===== config.mk =====
export PLATFORM = sky130hd
export DESIGN_NAME = axi_lite_reg_bank
export DESIGN_NICKNAME = d
export VERILOG_FILES = /design/src/rtl/axi_lite_reg_bank.sv
export SDC_FILE = /design/constraint.sdc
export NUM_CORES = 1
export LEC_CHECK = 0
export CORE_AREA = 5 5 127 129
export CTS_BUF_LIST = sky130_fd_sc_hd__clkbuf_8
export DETAILED_ROUTE_END_ITERATION = 7
export DIE_AREA = 0 0 132 134
export HOLD_SLACK_MARGIN = 0.15
export PLACE_DENSITY = 0.63
export SETUP_SLACK_MARGIN = 0.02
export SLEW_MARGIN = 20
export SYNTH_ARGS = -nofsm -noshare
export SYNTH_HDL_FRONTEND = slang
export SYNTH_SLANG_ARGS = --single-unit
export TNS_END_PERCENT = 100

===== constraint.sdc =====
create_clock -name S_AXI_ACLK -period 2.59 [get_ports S_AXI_ACLK]
set_input_delay 0.518 -clock S_AXI_ACLK [delete_from_list [all_inputs] [get_ports S_AXI_ACLK]]
set_output_delay 0.518 -clock S_AXI_ACLK [all_outputs]
set_load 0.01 [all_outputs]

===== src/rtl/axi_lite_reg_bank.sv =====
// Register bank behind the AXI4-Lite slave strobe interface.
// Holds CTRL, STATUS, COMPARE and a free-running COUNT. It drives the LEDs,
// samples the switches, and raises a level interrupt on counter/compare match.
module axi_lite_reg_bank #(
    parameter int ADDR_WIDTH = 4,
    parameter int DATA_WIDTH = 32,
    parameter int LED_WIDTH  = 8,
    parameter int SW_WIDTH   = 8
) (
    input  logic                    S_AXI_ACLK,
    input  logic                    S_AXI_ARESETN,
    input  logic                    reg_wr_en,
    input  logic [ADDR_WIDTH-1:0]   reg_wr_addr,
    input  logic [DATA_WIDTH-1:0]   reg_wr_data,
    input  logic [DATA_WIDTH/8-1:0] reg_wr_strb,
    input  logic                    reg_rd_en,
    input  logic [ADDR_WIDTH-1:0]   reg_rd_addr,
    output logic [DATA_WIDTH-1:0]   reg_rd_data,
    output logic                    reg_rd_valid,
    input  logic [SW_WIDTH-1:0]     sw_in,
    output logic [LED_WIDTH-1:0]    led_out,
    output logic                    irq
);

    localparam logic [1:0] OFF_CTRL    = 2'd0;
    localparam logic [1:0] OFF_STATUS  = 2'd1;
    localparam logic [1:0] OFF_COMPARE = 2'd2;
    localparam logic [1:0] OFF_COUNT   = 2'd3;

    logic                  r_cnt_en;
    logic                  r_irq_en;
    logic [7:0]            r_led;
    logic [31:0]           r_compare;
    logic [31:0]           r_count;
    logic                  r_match;
    logic [SW_WIDTH-1:0]   r_sw_meta;
    logic [SW_WIDTH-1:0]   r_sw_sync;
    logic [31:0]           r_rd_data;
    logic                  r_rd_valid;
    logic                  r_irq;

    logic                  w_wr_ctrl;
    logic                  w_wr_compare;
    logic                  w_cnt_clr;
    logic                  w_w1c;
    logic                  w_match_hit;
    logic [7:0]            w_sw_ext;
    logic [31:0]           w_rd_mux;

    // Decode: byte address bits [1:0] are ignored, only the word select matters.
    assign w_wr_ctrl    = reg_wr_en && (reg_wr_addr[3:2] == OFF_CTRL);
    assign w_wr_compare = reg_wr_en && (reg_wr_addr[3:2] == OFF_COMPARE);
    assign w_cnt_clr    = w_wr_ctrl && reg_wr_strb[0] && reg_wr_data[1];
    assign w_w1c        = reg_wr_en && (reg_wr_addr[3:2] == OFF_STATUS)
                          && reg_wr_strb[0] && reg_wr_data[0];
    // Match uses the pre-increment count of this cycle.
    assign w_match_hit  = r_cnt_en && (r_count == r_compare);
    assign w_sw_ext     = 8'(r_sw_sync);

    // CTRL fields; cnt_clr is a pulse and is never stored.
    always_ff @(posedge S_AXI_ACLK or negedge S_AXI_ARESETN) begin
        if (!S_AXI_ARESETN) begin
            r_cnt_en <= 1'b0;
            r_irq_en <= 1'b0;
            r_led    <= 8'h00;
        end else if (w_wr_ctrl) begin
            if (reg_wr_strb[0]) begin
                r_cnt_en <= reg_wr_data[0];
                r_irq_en <= reg_wr_data[2];
            end
            if (reg_wr_strb[1]) begin
                r_led <= reg_wr_data[15:8];
            end
        end
    end

    // COMPARE register with per-byte-lane writes.
    always_ff @(posedge S_AXI_ACLK or negedge S_AXI_ARESETN) begin
        if (!S_AXI_ARESETN) begin
            r_compare <= 32'hFFFF_FFFF;
        end else if (w_wr_compare) begin
            for (int i = 0; i < 4; i++) begin
                if (reg_wr_strb[i]) begin
                    r_compare[8*i +: 8] <= reg_wr_data[8*i +: 8];
                end
            end
        end
    end

    // Free-running counter; a clear request wins over the increment.
    always_ff @(posedge S_AXI_ACLK or negedge S_AXI_ARESETN) begin
        if (!S_AXI_ARESETN) begin
            r_count <= 32'h0;
        end else if (w_cnt_clr) begin
            r_count <= 32'h0;
        end else if (r_cnt_en) begin
            r_count <= r_count + 32'd1;
        end
    end

    // Sticky match flag; a new match wins over a simultaneous W1C clear.
    always_ff @(posedge S_AXI_ACLK or negedge S_AXI_ARESETN) begin
        if (!S_AXI_ARESETN) begin
            r_match <= 1'b0;
        end else if (w_match_hit) begin
            r_match <= 1'b1;
        end else if (w_w1c) begin
            r_match <= 1'b0;
        end
    end

    // Two-flop synchroniser for the asynchronous switch inputs.
    always_ff @(posedge S_AXI_ACLK or negedge S_AXI_ARESETN) begin
        if (!S_AXI_ARESETN) begin
            r_sw_meta <= '0;
            r_sw_sync <= '0;
        end else begin
            r_sw_meta <= sw_in;
            r_sw_sync <= r_sw_meta;
        end
    end

    // Read mux over current register state, so a read sees pre-update values.
    always_comb begin
        w_rd_mux = 32'h0;
        case (reg_rd_addr[3:2])
            OFF_CTRL:    w_rd_mux = {16'h0, r_led, 5'b0, r_irq_en, 1'b0, r_cnt_en};
            OFF_STATUS:  w_rd_mux = {16'h0, w_sw_ext, 6'b0, r_cnt_en, r_match};
            OFF_COMPARE: w_rd_mux = r_compare;
            OFF_COUNT:   w_rd_mux = r_count;
            default:     w_rd_mux = 32'h0;
        endcase
    end

    // Read response: data captured on the strobe, held until the next read.
    always_ff @(posedge S_AXI_ACLK or negedge S_AXI_ARESETN) begin
        if (!S_AXI_ARESETN) begin
            r_rd_data  <= 32'h0;
            r_rd_valid <= 1'b0;
        end else begin
            r_rd_valid <= reg_rd_en;
            if (reg_rd_en) begin
                r_rd_data <= w_rd_mux;
            end
        end
    end

    // Registered interrupt, one cycle behind the visible flag.
    always_ff @(posedge S_AXI_ACLK or negedge S_AXI_ARESETN) begin
        if (!S_AXI_ARESETN) begin
            r_irq <= 1'b0;
        end else begin
            r_irq <= r_match & r_irq_en;
        end
    end

    assign reg_rd_data  = DATA_WIDTH'(r_rd_data);
    assign reg_rd_valid = r_rd_valid;
    assign led_out      = r_led[LED_WIDTH-1:0];
    assign irq          = r_irq;

endmodule

==> qor.txt, run 1 <==
outcome = finished clean
die width = 132 um
# clock sinks = 125
HP Class = flop to flop
Cell Area, Synth = 0.00585 mm^2
I/O pin cnt = 98
CP Launch Type = flop
min-delay src = r_sw_meta[5]
commonest non-fill, non-tap cell in the layout = dfrtp_1
Worst EP required = 2970 ps
Setup TNS = 0 ps
Pwr Density = 819 mW/mm^2
GRT Total Usage = 16.8%
Setup Skew = 8.84 ps
reg-to-reg critical path startpoint = r_count[16]
Final Cycle Share = 83.7%
Placer Congestion = 0.814
post-synthesis compound-gate area fraction = 7.32%
max-slew violations = 0
largest net degree at the start of global routing = 60
post-CTS setup buffer count = 0
slowest stage delay, CP = 670 ps
layout cells sized above 1 = 24.1%
H-tree depth = 4
HPWL Detailed = 10.5 mm
routed wire length = 14.3 mm
TritonRoute pass-1 iters = 4
worst vdd ir = 300 uV
Leak = 0.00308 uW
Final Cell Area = 0.00742 mm^2
worst setup path startpoint = r_count[16]
Distinct cells, synth = 37
Worst-path clk slew = 70 ps
post-route ant nets = 0
largest family of logic cells by synthesized area = multiplexers
Starting DRT DRC Count = 234
cells after synthesis = 485
first-pass GRT wire length = 23.1 mm
synth top area cells = dfrtp_1, dfstp_2, mux2_2
endpoints failing hold = 0
synthesized-area fraction occupied by and/or/nand/nor cells = 10.5%
critical path fanouts, max = 14
Antenna Cells = 0
hold slack = 352 ps
top-area cell type share of the netlist area = 39.8%
initial antenna violation count = 0
Rel. slew slack = 61.2%
drt wl/cell = 18.3 um
grt total ovfl = 0
Area growth syn-to-layout = 26.9%
RSZ-0062 raised after global routing = no
Tmin final = 2170 ps
routing usage on met3 = 4.65%
# nets final = 638
register area share after synthesis = 54.2%
Core Box Area = 0.0149 mm^2
Yosys Warn Count = 0
Yosys reg bits = 125
syn_nets = 542
post-synthesis area per instance = 12.1 um^2
Fillers = 1314
commonest non-fill, non-tap cells in the layout = dfrtp_1, clkdlybuf4s50_1, mux2_2
Arr. time, crit path = 2540 ps
num rows = 45
global route hottest layer = met2
final std cells w/o fill = 782
number of global-route vias before repair = 4415
max-cap violation count = 0
hold_buf cts = 1
mux contribution to synthesized area = 17.4%
worst slew pin tran = 582 ps
Die ar. = 0.0177 mm^2
Bufs on Longest Clock Path = 2
CP max stage cell = or4_4
post-CTS resize count = 0
Clk Latency, worst-skew pair = 450 ps
Setup CP Type = flop to flop
vias per cell = 5.39
xor/xnor share of the synthesized area = 6.14%
vias = 4213
Setup crit end kind = flop
# setup viols final = 0
root buffer cell = clkbuf_8
TritonCTS clock tree = built
met1 Use GR = 21.5%
Initial Util = 39.2%
Synth area leader = dfrtp_1
adder-cell area share of the yosys netlist = 0.214%
met2 GRT Util = 26.8%
Cell Chain, Critical Path = nand3_1, or4_4, or4_1, a21oi_1
Post-Place Cells = 749
port buffer count = 93
fmax = 461 MHz
Num CTS Buffers = 17
DRC Markers = 0
height of the chip = 134 um
dpl cell area = 0.00698 mm^2
==> sequential cells by signal, summed over array words and instances (netlist names) <==
name and count:
r_sw_meta 8, r_count 32, irq 1, r_match 1
r_sw_sync 8, r_compare 32, reg_rd_valid 1, r_irq_en 1
r_cnt_en 1, reg_rd_data 32, led_out 8
==> critical path, delay by kind of cell, from the launching register on <==
family             cells  cell delay [ps]
AOI/OAI and AO/OA      1              160
DFF                    1              530
and+or+nand+nor        3             1410
==> per-stage QoR <==
stage	setup slack (ps)	utilization [%]	total power, uW
detailed placement	393	46.8	4310
global placement	429	46.8	4260
floorplan	539	-	3620
finish	422	49.7	6080
global route	307	49.7	6400
CTS	426	49.7	6140
==> where the power goes <==
group / total (uW) / leakage [uW] / switching, uW / internal, uW
combinational: 1380 / 0.00136 / 594 / 787
clock: 1810 / 0.000213 / 762 / 1050
sequential: 2890 / 0.00150 / 465 / 2420
total: 6080 / 0.00308 / 1820 / 4260
==> layout make-up <==
type                    instances  area (um^2)  share of cell area, %
inverters                      26         97.6                   1.31
flip-flops and latches        125         3170                   42.7
clock inverters                11          141                   1.90
multi-input cells             302         2430                   32.8
well taps                     188          235                   3.17
repair buffers                109         1060                   14.3
clock buffers                  21          289                   3.89
==> cell usage after synthesis <==
cell type	number
and4_1	5
mux2_2	52
and3b_1	1
ha_1	1
nand4_2	1
inv_1	26
a21oi_1	24
o22ai_1	21
o311ai_0	1
o31ai_1	15
buf_1	2
nand2b_1	1
clkbuf_2	1
buf_6	2
nand4_1	13
dfrtp_1	93
buf_2	10
clkbuf_1	17
o21ai_0	8
and3_1	3
or3_1	6
nor3_1	3
nor4bb_1	2
xnor2_1	5
nand2_1	18
dfstp_2	32
nor4_1	8
xor2_1	36
or4_1	13
and2_1	4
o41ai_1	1
nand3_1	11
nor2_1	14
mux2i_1	23
or4_4	2
a31oi_1	1
mux4_2	9
==> kinds of logic (layout without fill, tap and decap cells) <==
group,after synthesis,after routing
AO/OA/AOI/OAI,71,71
XOR/XNOR,41,41
adder cells (fa/ha/maj),1,1
buffers and inverters,58,167
flip-flops,125,125
multiplexers,84,84
AND/OR/NAND/NOR,105,105
==> final timing paths <==
| kind | to | slack [ps] | cells after the start |
|---|---|---|---|
| max | r_count[31] | 420 | 4 |
| min | r_sw_sync[5] | 350 | 0 |
| max reg2reg | r_count[31] | 420 | 4 |
| min reg2reg | r_sw_sync[5] | 350 | 0 |
| max in group asynchronous | r_compare[8] | 1180 | 3 |
| min in group asynchronous | led_out[2] | 600 | 2 |
==> layer usage <==
layer	routed length [um]	up-vias
met2	7020	101
met5	0	-
met1	6200	2130
met4	337	0
met3	745	23
li1	-	1959
Power figures use the tool's default switching activity.
==> run 2: changes to the inputs <==
PLACE_DENSITY = 0.66   (was 0.63)
clock period = 1.85 ns   (was 2.59 ns; I/O delays follow)
==> run 2 against run 1 <==
- the flow now finishes with violations (setup timing)
- combinational power rose by 96%
- critical path depth unchanged
- non-clock buffer count up 66
- global-route usage grew 1.5 points
- hold slack worse by 2.4 ps
- sequential cell count is the same
- routed wire length grew 14%
- sequential share of layout area down 3.6 points
- fmax rose by 13%
- sequential power up 34%
- critical path type unchanged
- critical endpoint is now r_count[27]
- largest power group unchanged
==> qor.txt, run 2 (synthesis gave the netlist of run 1 again) <==
Area growth syn-to-layout = 38.6% (was 26.9%)
worst slew pin tran = 412 ps (was 582 ps)
Placer Congestion = 0.894 (was 0.814)
reg-to-reg critical path startpoint = r_count[14] (was r_count[16])
Final WS setup = -62.4 ps (was 422 ps)
combinational power share = 31.2% (was 22.7%)
# nets final = 706 (was 638)
reg2reg end = r_count[27] (was r_count[31])
post-route ant nets = 0 (unchanged)
num rows = 45 (unchanged)
TritonCTS clock tree = built (unchanged)
Initial Util = 39.2% (unchanged)
initial antenna violation count = 1 (was 0)
number of global-route vias before repair = 4786 (was 4415)
outcome = complete, but fails checks (was finished clean)
commonest non-fill, non-tap cells in the layout = clkdlybuf4s50_1, dfrtp_1, buf_4 (was dfrtp_1, clkdlybuf4s50_1, mux2_2)
vias per cell = 5.40 (was 5.39)
Power Internal = 5830 uW (was 4260 uW)
share of power burned in registers = 44.7% (was 47.5%)
vias = 4588 (was 4213)
max-slew violations = 0 (unchanged)
H-tree depth = 4 (unchanged)
RSZ-0062 raised after global routing = yes (was no)
r2r setup slk = -60 ps (was 420 ps)
Net Sw Frac = 32.7% (was 30.0%)
Core Box Area = 0.0149 mm^2 (unchanged)
delay-heaviest family, CP = simple AND/OR/NAND/NOR gates (unchanged)
Final Cycle Share = 103% (was 83.7%)
endpoints failing hold = 0 (unchanged)
min-delay src = sw_in[1] (was r_sw_meta[5])
layout cells sized above 1 = 36.0% (was 24.1%)
first-pass GRT wire length = 25.2 mm (was 23.1 mm)
Setup crit end kind = flop (unchanged)
Leak = 0.00342 uW (was 0.00308 uW)
HPWL Detailed = 11.5 mm (was 10.5 mm)
Setup Skew = 6.92 ps (was 8.84 ps)
P_sw = 2830 uW (was 1820 uW)
root buffer cell = clkbuf_8 (unchanged)
drt wl/cell = 19.1 um (was 18.3 um)
Antenna Cells = 0 (unchanged)
routed wire length = 16.3 mm (was 14.3 mm)
CP Launch Type = flop (unchanged)
critical path fanouts, max = 5 (was 14)
largest net degree at the start of global routing = 39 (was 60)
Clk Latency, worst-skew pair = 450 ps (about the same)
Die ar. = 0.0177 mm^2 (unchanged)
DRC Markers = 0 (unchanged)
Setup CP Type = flop to flop (unchanged)
grt total ovfl = 0 (unchanged)
Pwr Density = 1070 mW/mm^2 (was 819 mW/mm^2)
GRT Total Usage = 18.3% (was 16.8%)
Worst-path clk slew = 80 ps (was 70 ps)
port buffer count = 93 (unchanged)
Rel. slew slack = 72.5% (was 61.2%)
Worst Hold Endpoint = r_sw_meta[1] (was r_sw_sync[5])
Reg2Reg Depth = 4 (unchanged)
Cell Chain, Critical Path = nand4_1, or4_4, or4_4, a21oi_2 (was nand3_1, or4_4, or4_1, a21oi_1)
# setup viols final = 6 (was 0)
failing checks = setup timing
Most Frequent Cell on Critical Path = or4_4
TritonRoute pass-1 iters = 4 (unchanged)
Starting DRT DRC Count = 336 (was 234)
# clock sinks = 125 (unchanged)
Tmin final = 1910 ps (was 2170 ps)
die width = 132 um (unchanged)
fmax = 523 MHz (was 461 MHz)
Post-Place Cells = 794 (was 749)
Worst EP required = 2230 ps (was 2970 ps)
Arr. time, crit path = 2290 ps (was 2540 ps)
hold depth = 1 (was 0)
max-cap violation count = 0 (unchanged)
Bufs on Longest Clock Path = 2 (unchanged)
Fillers = 1268 (was 1314)
slowest stage delay, CP = 610 ps (was 670 ps)
HP Class = input pin to flop (was flop to flop)
CP max stage cell = or4_4 (unchanged)
Num CTS Buffers = 17 (unchanged)
final std cells w/o fill = 850 (was 782)
I/O pin cnt = 98 (unchanged)
worst vdd ir = 524 uV (was 300 uV)
Clock power frac = 24.2% (was 29.8%)
CP bufs+invs = 0 (unchanged)
height of the chip = 134 um (unchanged)
Setup TNS = -170 ps (was 0 ps)
[run 2: changes by cell type in the layout (fill, tap and decap cells not counted), moves of 5 or more]
cell | before | now
buf_4 | 15 | 70
o31ai_1 | 15 | 8
buf_6 | 0 | 6
buf_12 | 1 | 6
[run 2: cell type report]
class | instances | area, um^2 | area share, %
Sequential cell | 125 | 3170 | 39.1
Multi-Input combinational cell | 304 | 2610 | 32.2
Timing Repair Buffer | 175 | 1640 | 20.3
Clock buffer | 18 | 248 | 3.06
Tap cell | 188 | 235 | 2.90
Clock inverter | 14 | 100 | 1.23
Inverter | 26 | 97.6 | 1.20
[run 2: metal layers]
layer	up-vias	part of all wire (%)	wire, um	global-route usage (%)
met5	-	0.080	13	0
met4	2	3.5	569	8.69
met3	37	6.2	1010	5.14
met2	137	50	8070	29.7
met1	2313	41	6600	22.6
li1	2099	-	-	-
[run 2: what timing repair did]
| item | CTS | global route |
|---|---|---|
| hold buffers | 1 | 0 |
| setup endpoints to repair | 15 | 20 |
| pin swaps | 13 | 22 |
| hold endpoints to repair | 21 | 0 |
| gates cloned | 1 | 2 |
| gates resized for setup | 7 | 32 |
| setup buffers | 8 | 12 |
[run 2: power groups by stage]
stage                     sequential, uW  combinational, uW  clock [uW]
after floorplan                     3910               1200           0
after global placement              3860               2420           0
after detailed placement            3910               2480           0
after CTS                           3860               2560        2130
after global routing                3930               2910        2270
final                               3870               2700        2090
[run 2: worst max-delay path by stage]
stage | startpoint | to | slack [ps] | cells after the start
after floorplan | r_count[2] | r_count[27] | 20 | 6
after global placement | reg_wr_strb[0] | r_count[26] | -60 | 6
after detailed placement | r_count[2] | r_count[21] | -140 | 5
after CTS | r_cnt_en | r_count[19] | -30 | 4
after global routing | r_count[14] | r_count[27] | -100 | 4
final | r_count[14] | r_count[27] | -60 | 4
[run 2: stage by stage]
step	total power (uW)	util, %	setup slack (ps)	area [um^2]	hold WS (ps)
after global placement	6280	49.6	-63.5	7400	329
after CTS	8550	52.6	-25.9	7850	329
after global routing	9110	54.3	-101	8110	322
final	8660	54.3	-62.4	8110	350
after detailed placement	6390	49.6	-135	7400	333
after floorplan	5110	-	24.8	5880	74.4
==> run 3: changes to the inputs <==
ABC_CLOCK_PERIOD_IN_PS = 1850   (was unset)
CORE_AREA = 2 2 124 126   (was 5 5 127 129)
DIE_AREA = 0 0 126 128   (was 0 0 132 134)
==> run 3 against run 2 <==
- the flow still finishes with violations (setup timing)
- via count rose by 0.17%
- first-iteration DRC count fell by 36%
- routed wire length fell by 2.5%
- sequential cell count did not move
- clock skew rose by 4.2 ps
- sequential power barely moved
- final cell count fell by 0.71%
- critical path depth rose by 2
- critical path type unchanged
==> qor.txt, run 3 (synthesis gave the netlist of run 1 again) <==
met1 Use GR = 25.0% (was 22.6%)
outcome = complete, but fails checks (unchanged)
GRT Total Usage = 19.8% (was 18.3%)
Rel. slew slack = 67.3% (was 72.5%)
largest net degree at the start of global routing = 38 (was 39)
# clock sinks = 125 (unchanged)
Final Cycle Share = 102% (was 103%)
Core Box Area = 0.0149 mm^2 (about the same)
Initial Util = 39.3% (was 39.2%)
Final WS setup = -32.7 ps (was -62.4 ps)
HP Class = flop to flop (was input pin to flop)
Pwr Density = 1080 mW/mm^2 (was 1070 mW/mm^2)
first-pass GRT wire length = 24.7 mm (was 25.2 mm)
Setup Skew = 11.1 ps (was 6.92 ps)
Arr. time, crit path = 2200 ps (was 2290 ps)
RSZ-0062 raised after global routing = yes (unchanged)
H-tree depth = 4 (unchanged)
initial antenna violation count = 0 (was 1)
num rows = 45 (unchanged)
DRC Markers = 0 (unchanged)
Bufs on Longest Clock Path = 2 (unchanged)
Worst-path clk slew = 70 ps (was 80 ps)
Tmin final = 1880 ps (was 1910 ps)
Final Cell Area = 0.00812 mm^2 (was 0.00811 mm^2)
fin util = 54.6% (was 54.3%)
TritonCTS clock tree = built (unchanged)
met2 GRT Util = 33.3% (was 29.7%)
Antenna Cells = 0 (unchanged)
Die ar. = 0.0161 mm^2 (was 0.0177 mm^2)
Starting DRT DRC Count = 214 (was 336)
root buffer cell = clkbuf_8 (unchanged)
port buffer count = 93 (unchanged)
vias per cell = 5.45 (was 5.40)
TritonRoute pass-1 iters = 5 (was 4)
dpl cell area = 0.00742 mm^2 (was 0.00740 mm^2)
global route hottest layer = met2 (unchanged)
routed wire length = 15.8 mm (was 16.3 mm)
Tot Pwr = 8780 uW (was 8660 uW)
fmax = 531 MHz (was 523 MHz)
Placer Congestion = 0.899 (was 0.894)
worst slew pin tran = 487 ps (was 412 ps)
# nets final = 700 (was 706)
Worst EP required = 2170 ps (was 2230 ps)
Clk Latency, worst-skew pair = 440 ps (was 450 ps)
routing usage on met3 = 4.51% (was 5.14%)
Leak = 0.00344 uW (was 0.00342 uW)
Num CTS Buffers = 17 (unchanged)
# setup viols final = 3 (was 6)
critical path fanouts, max = 7 (was 5)
commonest non-fill, non-tap cells in the layout = clkdlybuf4s50_1, dfrtp_1, buf_4 (unchanged)
Fillers = 1266 (was 1268)
Setup CP Type = flop to flop (unchanged)
Setup crit end kind = flop (unchanged)
endpoints failing hold = 0 (unchanged)
max-slew violations = 0 (unchanged)
post-route ant nets = 0 (unchanged)
Area growth syn-to-layout = 38.8% (was 38.6%)
Register Area = 0.00317 mm^2 (about the same)
die width = 126 um (was 132 um)
Setup TNS = -50.0 ps (was -170 ps)
grt total ovfl = 0 (unchanged)
layout cells sized above 1 = 35.4% (was 36.0%)
height of the chip = 128 um (was 134 um)
max-cap violation count = 0 (unchanged)
drt wl/cell = 18.8 um (was 19.1 um)
vias = 4596 (was 4588)
HPWL Detailed = 10.9 mm (was 11.5 mm)
CP Launch Type = flop (unchanged)
DP Worst Slack = -94.1 ps (was -135 ps)
failing checks = setup timing (unchanged)
area of the multi-input gates = 0.00260 mm^2 (was 0.00261 mm^2)
worst vdd ir = 562 uV (was 524 uV)
I/O pin cnt = 98 (unchanged)
number of global-route vias before repair = 4761 (was 4786)
[run 3: changes by cell type in the layout (fill, tap and decap cells not counted), moves of 4 or more]
cell	previous run	this run
a21oi_1	20	16
inv_1	27	31
clkinvlp_4	5	1
clkinv_4	5	0
buf_4	70	61
a21oi_2	4	8
[run 3: metal layers]
metal | wire length, um | part of all wire [%] | vias up
li1 | - | - | 2080
met1 | 6730 | 42 | 2346
met2 | 7960 | 50 | 140
met3 | 713 | 4.5 | 30
met4 | 439 | 2.8 | 0
met5 | 0 | 0 | -
[run 3: what timing repair did]
action | in CTS | in global routing
setup endpoints to repair | 14 | 19
buffers inserted | 9 | 7
hold buffers | 1 | 0
gates resized for setup | 9 | 33
pin swaps | 7 | 16
cloned | 1 | 1
endpoints found under the hold margin | 17 | 0
[run 3: worst paths after layout]
| kind | from | end | slack [ps] | cells past startpoint |
|---|---|---|---|---|
| setup / recovery | r_count[7] | r_count[29] | -30 | 6 |
| hold / removal | r_sw_meta[4] | r_sw_sync[4] | 350 | 0 |
| setup reg to reg | r_count[7] | r_count[29] | -30 | 6 |
| hold reg to reg | r_sw_meta[4] | r_sw_sync[4] | 350 | 0 |
| max in group asynchronous | S_AXI_ARESETN | r_compare[23] | 810 | 3 |
| min in group asynchronous | S_AXI_ARESETN | reg_rd_data[30] | 400 | 2 |
[run 3: per-stage QoR]
stage	cells	hold slack, ps
2_1_floorplan	485	74.4
3_3_place_gp	793	331
3_5_place_dp	793	336
4_1_cts	836	339
5_1_grt	844	344
6_report	844	349
[run 3: power breakdown]
part | leakage [uW] | internal [uW] | switching [uW]
Sequential | 0.00150 | 3400 | 467
Combinational | 0.00173 | 1420 | 1180
Clock | 0.000214 | 1270 | 1040
[run 3: area by class of cell]
| class | count | share of cell area [%] |
|---|---|---|
| Timing Repair Buffer | 170 | 20.1 |
| Sequential cell | 125 | 39.1 |
| Clock buffer | 20 | 3.39 |
| Tap cell | 188 | 2.90 |
| Clock inverter | 12 | 1.31 |
| Inverter | 26 | 1.20 |
| Multi-Input combinational cell | 303 | 32.1 |
[run 3: worst max-delay path, cell delays in order, from the launching register on]
cell	delay (ps)
dfrtp_1	370
nand4_1	150
buf_4	190
or4_4	570
buf_6	160
o31ai_2	220
a21oi_1	90
